## config.mk

```make
export PLATFORM = sky130hd
export DESIGN_NAME = legv8_mc_ctrl
export DESIGN_NICKNAME = d
export VERILOG_FILES = /design/src/rtl/legv8_pkg.sv /design/src/rtl/legv8_op_decode.sv /design/src/rtl/legv8_mc_ctrl.sv
export SDC_FILE = /design/constraint.sdc
export NUM_CORES = 1
export LEC_CHECK = 0
export ABC_AREA = 1
export BUFFER_PORTS_ARGS = -buffer_cell sky130_fd_sc_hd__buf_2
export CORE_ASPECT_RATIO = 0.6
export CORE_MARGIN = 4
export CORE_UTILIZATION = 57
export DETAILED_ROUTE_END_ITERATION = 8
export PLACE_DENSITY = 0.86
export RECOVER_POWER = 100
export SLEW_MARGIN = 20
export SYNTH_ARGS = -nofsm -noshare
export SYNTH_HDL_FRONTEND = slang
export SYNTH_HIERARCHICAL = 1
export SYNTH_SLANG_ARGS = --single-unit
```

## constraint.sdc

```tcl
create_clock -name clk -period 3.1 [get_ports clk]
set_input_delay 0.62 -clock clk [delete_from_list [all_inputs] [get_ports clk]]
set_output_delay 0.62 -clock clk [all_outputs]
set_load 0.02 [all_outputs]
```

## src/rtl/legv8_pkg.sv

```systemverilog
// Shared encodings for the LEGv8 multi-cycle controller: states, ALU ops,
// immediate formats, instruction classes and opcode match patterns.
package legv8_pkg;

  typedef enum logic [2:0] {
    ST_FETCH  = 3'd0,
    ST_DECODE = 3'd1,
    ST_EXEC   = 3'd2,
    ST_MEM    = 3'd3,
    ST_WB     = 3'd4,
    ST_HALT   = 3'd7
  } state_t;

  typedef enum logic [2:0] {
    ALU_ADD    = 3'd0,
    ALU_SUB    = 3'd1,
    ALU_AND    = 3'd2,
    ALU_ORR    = 3'd3,
    ALU_PASS_B = 3'd4
  } alu_op_t;

  typedef enum logic [1:0] {
    IMM_I  = 2'd0,
    IMM_D  = 2'd1,
    IMM_B  = 2'd2,
    IMM_CB = 2'd3
  } imm_sel_t;

  typedef enum logic [3:0] {
    CLS_ILL, CLS_R, CLS_ADDI, CLS_LDUR, CLS_STUR,
    CLS_CBZ, CLS_CBNZ, CLS_BCOND, CLS_B
  } op_class_t;

  localparam logic [10:0] OP_ADD   = 11'b10001011000;
  localparam logic [10:0] OP_SUB   = 11'b11001011000;
  localparam logic [10:0] OP_AND   = 11'b10001010000;
  localparam logic [10:0] OP_ORR   = 11'b10101010000;
  localparam logic [10:0] OP_ADDI  = 11'b10010001000;
  localparam logic [10:0] OP_LDUR  = 11'b11111000010;
  localparam logic [10:0] OP_STUR  = 11'b11111000000;
  localparam logic [10:0] OP_CBZ   = 11'b10110100000;
  localparam logic [10:0] OP_CBNZ  = 11'b10110101000;
  localparam logic [10:0] OP_BCOND = 11'b01010100000;
  localparam logic [10:0] OP_B     = 11'b00010100000;

  localparam logic [10:0] MASK_FULL = 11'b11111111111;
  localparam logic [10:0] MASK_ADDI = 11'b11111111110;
  localparam logic [10:0] MASK_CB   = 11'b11111111000;
  localparam logic [10:0] MASK_B    = 11'b11111100000;

  function automatic logic op_match(input logic [10:0] op,
                                    input logic [10:0] pat,
                                    input logic [10:0] mask);
    return (op & mask) == pat;
  endfunction

endpackage

```

## src/rtl/legv8_op_decode.sv

```systemverilog
// Combinational opcode classifier; also yields the ALU op for R-type forms.
module legv8_op_decode
  import legv8_pkg::*;
(
  input  logic [10:0] opcode,
  output op_class_t   op_class,
  output alu_op_t     r_alu_op
);

  always_comb begin
    op_class = CLS_ILL;
    r_alu_op = ALU_ADD;
    if (op_match(opcode, OP_ADD, MASK_FULL)) begin
      op_class = CLS_R;
      r_alu_op = ALU_ADD;
    end else if (op_match(opcode, OP_SUB, MASK_FULL)) begin
      op_class = CLS_R;
      r_alu_op = ALU_SUB;
    end else if (op_match(opcode, OP_AND, MASK_FULL)) begin
      op_class = CLS_R;
      r_alu_op = ALU_AND;
    end else if (op_match(opcode, OP_ORR, MASK_FULL)) begin
      op_class = CLS_R;
      r_alu_op = ALU_ORR;
    end else if (op_match(opcode, OP_ADDI, MASK_ADDI)) begin
      op_class = CLS_ADDI;
    end else if (op_match(opcode, OP_LDUR, MASK_FULL)) begin
      op_class = CLS_LDUR;
    end else if (op_match(opcode, OP_STUR, MASK_FULL)) begin
      op_class = CLS_STUR;
    end else if (op_match(opcode, OP_CBZ, MASK_CB)) begin
      op_class = CLS_CBZ;
    end else if (op_match(opcode, OP_CBNZ, MASK_CB)) begin
      op_class = CLS_CBNZ;
    end else if (op_match(opcode, OP_BCOND, MASK_CB)) begin
      op_class = CLS_BCOND;
    end else if (op_match(opcode, OP_B, MASK_B)) begin
      op_class = CLS_B;
    end
  end

endmodule

```

## src/rtl/legv8_mc_ctrl.sv

```systemverilog
// LEGv8 multi-cycle control sequencer with memory-ready timeout.
// Optional LEGV8_CTRL_PERF_EN adds cycle and retired-instruction counters.
//   state  | meaning
//   FETCH  | instruction read from memory, IR and PC+4 loaded on ready
//   DECODE | classify opcode, illegal -> HALT
//   EXEC   | ALU op / branch resolution
//   MEM    | data load or store via shared memory
//   WB     | register-file write
//   HALT   | fault, absorbing until reset
module legv8_mc_ctrl
  import legv8_pkg::*;
#(
  parameter int MEM_WAIT_MAX = 15
) (
  input  logic        clk,
  input  logic        rst_n,
  input  logic [10:0] opcode,
  input  logic        zero,
  input  logic        cond_true,
  input  logic        mem_ready,
  output logic        mem_req,
  output logic        mem_we,
  output logic        iord,
  output logic        ir_write,
  output logic        pc_write,
  output logic        pc_src,
  output logic [1:0]  imm_sel,
  output logic        alu_src,
  output logic [2:0]  alu_op,
  output logic        reg_write,
  output logic        mem_to_reg,
  output logic        fault,
  output logic [2:0]  state
`ifdef LEGV8_CTRL_PERF_EN
  ,
  output logic [31:0] cyc_cnt,
  output logic [31:0] instr_cnt
`endif
);

  localparam int WAIT_W = $clog2(MEM_WAIT_MAX + 1);
  localparam logic [WAIT_W-1:0] WAIT_LAST = WAIT_W'(MEM_WAIT_MAX - 1);

  state_t          cur_st, nxt_st;
  logic            active;
  logic            fault_set;
  logic [WAIT_W-1:0] wait_cnt;
  op_class_t       op_class;
  alu_op_t         r_alu_op;
  imm_sel_t        imm_cls;
  alu_op_t         alu_op_cls;
  logic            alu_src_cls;
  logic            taken;
  logic            mem_timeout;

  legv8_op_decode u_dec (
    .opcode   (opcode),
    .op_class (op_class),
    .r_alu_op (r_alu_op)
  );

  always_comb begin
    imm_cls     = IMM_I;
    alu_op_cls  = ALU_ADD;
    alu_src_cls = 1'b0;
    taken       = 1'b0;
    case (op_class)
      CLS_R:              alu_op_cls = r_alu_op;
      CLS_ADDI:           alu_src_cls = 1'b1;
      CLS_LDUR, CLS_STUR: begin
        imm_cls     = IMM_D;
        alu_src_cls = 1'b1;
      end
      CLS_CBZ: begin
        imm_cls    = IMM_CB;
        alu_op_cls = ALU_PASS_B;
        taken      = zero;
      end
      CLS_CBNZ: begin
        imm_cls    = IMM_CB;
        alu_op_cls = ALU_PASS_B;
        taken      = !zero;
      end
      CLS_BCOND: begin
        imm_cls = IMM_CB;
        taken   = cond_true;
      end
      CLS_B: begin
        imm_cls = IMM_B;
        taken   = 1'b1;
      end
      default: ;
    endcase
  end

  assign mem_timeout = !mem_ready && (wait_cnt == WAIT_LAST);

  // Nothing is driven until the first edge after reset release, so mem_req
  // drops together with rst_n and rises one cycle after deassertion.
  always_comb begin
    nxt_st     = cur_st;
    fault_set  = 1'b0;
    mem_req    = 1'b0;
    mem_we     = 1'b0;
    iord       = 1'b0;
    ir_write   = 1'b0;
    pc_write   = 1'b0;
    pc_src     = 1'b0;
    imm_sel    = IMM_I;
    alu_src    = 1'b0;
    alu_op     = ALU_ADD;
    reg_write  = 1'b0;
    mem_to_reg = 1'b0;
    if (active) begin
      case (cur_st)
        ST_FETCH: begin
          mem_req = 1'b1;
          if (mem_ready) begin
            ir_write = 1'b1;
            pc_write = 1'b1;
            nxt_st   = ST_DECODE;
          end else if (mem_timeout) begin
            nxt_st    = ST_HALT;
            fault_set = 1'b1;
          end
        end
        ST_DECODE: begin
          imm_sel = imm_cls;
          if (op_class == CLS_ILL) begin
            nxt_st    = ST_HALT;
            fault_set = 1'b1;
          end else begin
            nxt_st = ST_EXEC;
          end
        end
        ST_EXEC: begin
          imm_sel = imm_cls;
          alu_src = alu_src_cls;
          alu_op  = alu_op_cls;
          case (op_class)
            CLS_R, CLS_ADDI:    nxt_st = ST_WB;
            CLS_LDUR, CLS_STUR: nxt_st = ST_MEM;
            CLS_CBZ, CLS_CBNZ, CLS_BCOND, CLS_B: begin
              pc_write = taken;
              pc_src   = taken;
              nxt_st   = ST_FETCH;
            end
            default: begin
              nxt_st    = ST_HALT;
              fault_set = 1'b1;
            end
          endcase
        end
        ST_MEM: begin
          mem_req = 1'b1;
          iord    = 1'b1;
          mem_we  = (op_class == CLS_STUR);
          imm_sel = imm_cls;
          alu_src = alu_src_cls;
          alu_op  = alu_op_cls;
          if (mem_ready) begin
            nxt_st = (op_class == CLS_LDUR) ? ST_WB : ST_FETCH;
          end else if (mem_timeout) begin
            nxt_st    = ST_HALT;
            fault_set = 1'b1;
          end
        end
        ST_WB: begin
          reg_write  = 1'b1;
          mem_to_reg = (op_class == CLS_LDUR);
          imm_sel    = imm_cls;
          alu_src    = alu_src_cls;
          alu_op     = alu_op_cls;
          nxt_st     = ST_FETCH;
        end
        ST_HALT: ;
        default: begin
          nxt_st    = ST_HALT;
          fault_set = 1'b1;
        end
      endcase
    end
  end

  always_ff @(posedge clk or negedge rst_n) begin
    if (!rst_n) begin
      cur_st   <= ST_FETCH;
      active   <= 1'b0;
      fault    <= 1'b0;
      wait_cnt <= '0;
    end else begin
      active <= 1'b1;
      cur_st <= nxt_st;
      fault  <= fault | fault_set;
      if (nxt_st != cur_st)
        wait_cnt <= '0;
      else if (mem_req && !mem_ready)
        wait_cnt <= wait_cnt + WAIT_W'(1);
    end
  end

  assign state = cur_st;

`ifdef LEGV8_CTRL_PERF_EN
  always_ff @(posedge clk or negedge rst_n) begin
    if (!rst_n) begin
      cyc_cnt   <= '0;
      instr_cnt <= '0;
    end else begin
      if (active && cur_st != ST_HALT)
        cyc_cnt <= cyc_cnt + 32'd1;
      if ((cur_st == ST_EXEC || cur_st == ST_MEM || cur_st == ST_WB) &&
          nxt_st == ST_FETCH)
        instr_cnt <= instr_cnt + 32'd1;
    end
  end
`endif

endmodule
```

=== Word-level counts from Yosys, hierarchy flattened ===
Cells that the tools add are included.

* Register bits after elaboration: 9
* Input port bits: 16
* Output and inout port bits: 18
* Word-level logic and storage cells: 109

* Add/subtract/negate cells: 1
* Equality and inequality tests: 26
* Muxes and demuxes: 59
* Bitwise gates (word level): 1
* Reduce and logical (&&, ||, !) cells: 18

{| class="wikitable"
|+ Operators with widths
! cell !! number
|-
| == test 11 bit, second input constant || 6
|-
| 2-to-1 mux 4 bit || 13
|-
| 2-to-1 mux 3 bit || 11
|-
| 2-to-1 mux 1 bit || 25
|-
| case mux 3 bit (6 select lines) || 1
|-
| == test 4 x 3 -> 1 bit, second input constant || 4
|-
| == test 8 bit, second input constant || 2
|-
| == test 10 bit, second input constant || 1
|-
| OR reduction 2 bit || 5
|-
| case mux 3 bit (3 select lines) || 1
|-
| OR reduction 3 bit || 3
|-
| == test 4 x 2 -> 1 bit, second input constant || 2
|-
| == test 4 bit, second input constant || 2
|-
| == test 8 x 7 -> 1 bit, second input constant || 1
|-
| case mux 1 bit (4 select lines) || 2
|-
| OR reduction 4 bit || 2
|-
| OR reduction 8 bit || 1
|-
| == test 3 x 2 -> 1 bit, second input constant || 2
|-
| == test 3 bit, second input constant || 2
|-
| == test 6 x 3 -> 1 bit, second input constant || 1
|-
| 2-to-1 mux 2 bit || 3
|-
| case mux 2 bit (3 select lines) || 1
|-
| case mux 3 bit (2 select lines) || 1
|-
| adder 4 x 1 -> 4 bit, second input constant || 1
|-
| other kinds (10) || 12
|}

=== Logic depth before layout (Yosys ltp) ===
* Depth after elaboration: 19
* Depth in mapped cells: 19
* Depth with buffers taken out: 19

=== Modules after synthesis ===
The synthesis kept the hierarchy.

{| class="wikitable"
|+ Modules (own cells, without submodules)
! module !! instances !! cells an instance !! area each (um2) !! sequential area each (um2)
|-
| legv8_mc_ctrl || 1 || 155 || 940.9 || 225.2
|-
| legv8_op_decode || 1 || 68 || 306.5 || 0.0
|}

=== Worst setup path before layout ===
No wires, ideal clock.

* Path type: input to output
* Start point: in opcode[0]
* End point: out mem_to_reg
* Data arrival time: 2133 ps
* Data required time: 2480 ps
* Setup slack: 347 ps
* Stages on the path: 15
* Path buffers: 0
* Cells stage by stage: inv_1 > nand2_1 > nor2_1 > nand3_1 > nand2_1 > inv_1 > nand2_1 > nand2_1 > inv_1 > nand2_1 > nand2_1 > nor2_1 > nand2_1 > nand4_2 > nor3_1

* Word-level cells in the longest chain between the ends: 11

{| class="wikitable"
|+ RTL lines
! what !! line !! source
|-
| from (decl) || legv8_mc_ctrl.sv:17 || <nowiki>input logic [10:0] opcode,</nowiki>
|-
| == test 11 bit || legv8_pkg.sv:54 || <nowiki>return (op & mask) == pat;</nowiki>
|-
| 2-to-1 mux 4 bit || legv8_op_decode.sv:29 || <nowiki>end else if (op_match(opcode, OP_STUR, MASK_FULL)) begin</nowiki>
|-
| 2-to-1 mux 4 bit || legv8_op_decode.sv:27 || <nowiki>end else if (op_match(opcode, OP_LDUR, MASK_FULL)) begin</nowiki>
|-
| 2-to-1 mux 4 bit || legv8_op_decode.sv:25 || <nowiki>end else if (op_match(opcode, OP_ADDI, MASK_ADDI)) begin</nowiki>
|-
| 2-to-1 mux 4 bit || legv8_op_decode.sv:22 || <nowiki>end else if (op_match(opcode, OP_ORR, MASK_FULL)) begin</nowiki>
|-
| 2-to-1 mux 4 bit || legv8_op_decode.sv:19 || <nowiki>end else if (op_match(opcode, OP_AND, MASK_FULL)) begin</nowiki>
|-
| 2-to-1 mux 4 bit || legv8_op_decode.sv:16 || <nowiki>end else if (op_match(opcode, OP_SUB, MASK_FULL)) begin</nowiki>
|-
| 2-to-1 mux 4 bit (*) || legv8_op_decode.sv:13 || <nowiki>if (op_match(opcode, OP_ADD, MASK_FULL)) begin</nowiki>
|-
| net op_class[0] || legv8_mc_ctrl.sv:48 || <nowiki>op_class_t op_class;</nowiki>
|-
| == test 4 x 2 -> 1 bit (*) || legv8_mc_ctrl.sv:170 || <nowiki>mem_to_reg = (op_class == CLS_LDUR);</nowiki>
|-
| 2-to-1 mux 1 bit (*) || legv8_mc_ctrl.sv:115 || <nowiki>case (cur_st)</nowiki>
|-
| 2-to-1 mux 1 bit (*) || legv8_mc_ctrl.sv:114 || <nowiki>if (active) begin</nowiki>
|-
| to (decl) || legv8_mc_ctrl.sv:31 || <nowiki>output logic mem_to_reg,</nowiki>
|}

Mark *: on every way through the listed nets, which the timed path passes. The rest lies on a longest branch.

=== Worst setup path after layout ===
* Start point: in opcode[6]
* End point: out mem_to_reg

* Word-level cells in the longest chain between the ends: 15

{| class="wikitable"
|+ RTL lines
! what !! line !! source
|-
| == test 6 x 3 -> 1 bit || legv8_pkg.sv:54 ||
|-
| 2-to-1 mux 4 bit || legv8_op_decode.sv:37 || <nowiki>end else if (op_match(opcode, OP_B, MASK_B)) begin</nowiki>
|-
| 2-to-1 mux 4 bit || legv8_op_decode.sv:35 || <nowiki>end else if (op_match(opcode, OP_BCOND, MASK_CB)) begin</nowiki>
|-
| 2-to-1 mux 4 bit || legv8_op_decode.sv:33 || <nowiki>end else if (op_match(opcode, OP_CBNZ, MASK_CB)) begin</nowiki>
|-
| 2-to-1 mux 4 bit || legv8_op_decode.sv:31 || <nowiki>end else if (op_match(opcode, OP_CBZ, MASK_CB)) begin</nowiki>
|-
| 2-to-1 mux 4 bit || legv8_op_decode.sv:29 ||
|-
| 2-to-1 mux 4 bit || legv8_op_decode.sv:27 ||
|-
| 2-to-1 mux 4 bit || legv8_op_decode.sv:25 ||
|-
| 2-to-1 mux 4 bit || legv8_op_decode.sv:22 ||
|-
| 2-to-1 mux 4 bit || legv8_op_decode.sv:19 ||
|-
| 2-to-1 mux 4 bit || legv8_op_decode.sv:16 ||
|-
| 2-to-1 mux 4 bit (*) || legv8_op_decode.sv:13 ||
|-
| net op_class[3] || legv8_mc_ctrl.sv:48 ||
|-
| == test 4 x 2 -> 1 bit (*) || legv8_mc_ctrl.sv:170 ||
|-
| 2-to-1 mux 1 bit (*) || legv8_mc_ctrl.sv:115 ||
|-
| 2-to-1 mux 1 bit (*) || legv8_mc_ctrl.sv:114 ||
|}

Marked as above.

==> flow_metrics.py <==
metrics = {
    "pwr": {
        "intPower_uw": 321,
        "p_sw_uw": 398,
        "sequentialPowerShare": 0.286,
        "total_power_uw": 718,
        "max-vdd-ir-drop_mv": 0.515,
        "leakage_nw": 0.871,
        "sw_frac_of_total": 0.554,
        "p_comb_frac": 0.585,
        "p_clk_frac": 0.129,
        "power_density_nw_per_um2": 464,
    },
    "synthesis": {
        "synth.area.top_cells": "nand2_1 (19%), dfrtp_1 (18%), inv_1 (11%)",
        "ys_seq_elements": 9,
        "yosys_warnings": 6,
        "synth-edff-count": 0,
        "avgSynthCellArea_um2": 5.59,
        "ys_async_sr_fraction": 1.00,
        "synth_nets": 241,
        "synthFlopType": "dfrtp_1",
        "synth_cell_types": 30,
        "synth_area_um2": 1250,
        "yosysTopAreaCellShare": 0.193,
        "synth_top_area_cell": "nand2_1",
        "seq_area_frac_synth": 0.181,
        "netlist_instances": 223,
    },
    "floorplan": {
        "start_util": 0.639,
        "fp.coreArea_um2": 1950,
        "die_width_um": 68.4,
        "rows": 12,
        "dieArea_um2": 3030,
        "ios": 34,
        "die_h_um": 44.2,
    },
    "sta": {
        "setup_viol": 0,
        "hold-worst-slack_ns": 0.275,
        "fin_crit_ns": 3.06,
        "period_share": 0.988,
        "skew_ns": 0.00242,
        "maxSlewViolCount": 0,
        "fmax_mhz": 327,
        "final-hold-violation-count": 0,
    },
    "worst_setup_path": {
        "crit_top_cell": "inv_1",
        "slowest_stage": "nor4_2",
        "end_kind": "output port",
        "crit_fanout": 4,
        "reg2reg_from": "state[2]",
        "cp_slowest_stage_delay_ns": 0.38,
        "regToRegSetupSlack_ns": 1.07,
        "start_kind": "input port",
        "arrival_ns": 2.44,
        "r2r_end": "wait_cnt[3]",
        "crit_chain": "buf_2 -> inv_1 -> nand2_2 -> nor4_2 -> inv_1 -> nor2_1 -> nand2_1 -> inv_1 -> nor2_1 -> nand2_1 -> nand4_4 -> nor3_2 -> buf_4",
        "worstPathRequired_ns": 2.48,
        "r2r_cells": 10,
        "path_class": "input port to output port",
    },
    "routing": {
        "wl_mm": 3.82,
        "initialDrtViolationCount": 148,
        "viasPerCell": 5.48,
        "via_count": 1573,
        "ant_nets": 0,
        "first_pass_iters": 5,
        "post_drt_wl_per_cell_um": 13.3,
        "drc_errors": 0,
    },
    "global_route": {
        "grt_overflow": 0,
        "grtUsageTotal": 0.247,
        "first_global_vias": 1198,
        "grt_pass1_wl_mm": 5.53,
        "grt_max_degree": 11,
        "antenna_found_initial": 0,
    },
    "clock_tree": {
        "cts_tree": "done",
        "clk_pin_slew_worst_paths_ns": 0.06,
        "clock-root-buffer": "clkbuf_4",
        "clock_sinks": 9,
        "clock_latency_ns": 0.27,
        "cts_buffer_depth": 2,
        "h-tree-depth": 1,
        "cts_made_buffers": 3,
    },
    "placed_design": {
        "numPortBuffers": 33,
        "routabilityCongestion": 1.04,
        "dpl_cell_area_um2": 1430,
        "dpl.hpwl_mm": 2.96,
    },
    "layout": {
        "stdcell_area_um2": 1550,
        "syn_to_final_growth_pct": 24.0,
        "diodes": 0,
        "nets": 278,
        "drive_gt1_frac": 0.286,
    },
    "run_status": {
        "outcome": "complete, no violations",
    },
    "run": {
        "max-cap-violations": 0,
    },
    "min_path": {
        "hold_path.class": "input port to async pin",
    },
}
[how the worst max path moves through the flow]
stage	startpoint	to	slack [ns]	cells after the start
3_3_place_gp	opcode[4]	mem_to_reg	0.11	17
5_1_grt	opcode[6]	mem_to_reg	-0.09	13
3_5_place_dp	opcode[4]	mem_to_reg	0.11	17
4_1_cts	opcode[4]	mem_to_reg	0.1	17
2_1_floorplan	opcode[0]	mem_to_reg	0.35	15
6_report	opcode[6]	mem_to_reg	0.04	13
[worst max-delay path, delay by kind of cell]
kind / cells / cell delay [ns]
buffers and inverters: 5 / 0.61
and+or+nand+nor: 8 / 1.20
[per-layer routing]
| layer | up-vias | global-route usage | part of all wire |
|---|---|---|---|
| li1 | 768 | - | - |
| met1 | 669 | 0.435 | 0.48 |
| met2 | 121 | 0.250 | 0.33 |
| met3 | 15 | 0.109 | 0.17 |
| met4 | 0 | 0.0237 | 0.023 |
| met5 | - | 0 | 0 |
[metrics by stage]
| step | utilization | cells | worst slack (ns) | setup TNS [ns] |
|---|---|---|---|---|
| after floorplan | - | 223 | 0.347 | 0 |
| after global placement | 0.732 | 282 | 0.106 | 0 |
| after detailed placement | 0.732 | 282 | 0.112 | 0 |
| after CTS | 0.746 | 286 | 0.0989 | 0 |
| after global routing | 0.792 | 287 | -0.0876 | -0.125 |
| final | 0.792 | 287 | 0.0379 | 0 |
[Yosys cell counts (3+ instances only)]
| cell type | count |
|---|---|
| nor4_1 | 3 |
| inv_1 | 37 |
| inv_2 | 5 |
| nor2_4 | 4 |
| nand2_1 | 64 |
| nor2_2 | 8 |
| nor2_1 | 31 |
| o21ai_0 | 5 |
| dfrtp_1 | 9 |
| xor2_1 | 3 |
| nand2_2 | 4 |
| a21oi_1 | 5 |
| nand4_1 | 3 |
| nand3_1 | 21 |
[logic make-up after synthesis]
kind of cell,share of synthesized area
DFF,0.181
and+or+nand+nor,0.552
AOI/OAI and AO/OA,0.0762
adders and majority gates,0.0201
other,0.00602
buffers and inverters,0.144
xor gates and xnor gates,0.0211
[power groups by stage]
stage | Clock, mW | Sequential (mW) | Combinational (mW)
2_1_floorplan | 0 | 0.205 | 0.303
3_3_place_gp | 0 | 0.204 | 0.401
3_5_place_dp | 0 | 0.206 | 0.405
4_1_cts | 0.0948 | 0.203 | 0.406
5_1_grt | 0.102 | 0.212 | 0.466
6_report | 0.0926 | 0.205 | 0.420
[timing repair]
action | CTS | global route
buffers inserted | 0 | 1
resized for setup | 0 | 23
hold buffers | 0 | 0
setup endpoints to repair | 0 | 2
[cell type report]
cell class / count / area [µm²]
tap: 28 / 35.0
fill: 161 / 405
timing repair buffer: 34 / 169
inverter: 43 / 161
multi-input combinational: 169 / 930
sequential: 9 / 225
clock buffer: 4 / 26.3
[sequential cells by signal, summed over array words and instances (netlist names)]
| name | cells |
|---|---|
| wait_cnt | 4 |
| active | 1 |
| fault | 1 |
| state | 3 |
[layout by cell type (no fill, tap or decap), types with 2 or more instances in the layout]
cell	n
nor2_4	6
nor2_1	28
nor3_2	3
nand4_1	3
buf_2	27
dfrtp_1	9
a21oi_2	2
nor3b_1	2
buf_4	2
nand3_4	2
a21oi_1	5
inv_2	6
o21ai_0	5
nor2_2	9
clkbuf_1	6
nor4_1	2
inv_1	36
ha_1	2
nand2_1	58
clkbuf_4	3
nand2_4	2
nand3_1	19
nand2_2	9
xor2_1	3
conb_1	2
Note: power is estimated with default switching activity, not from simulation.
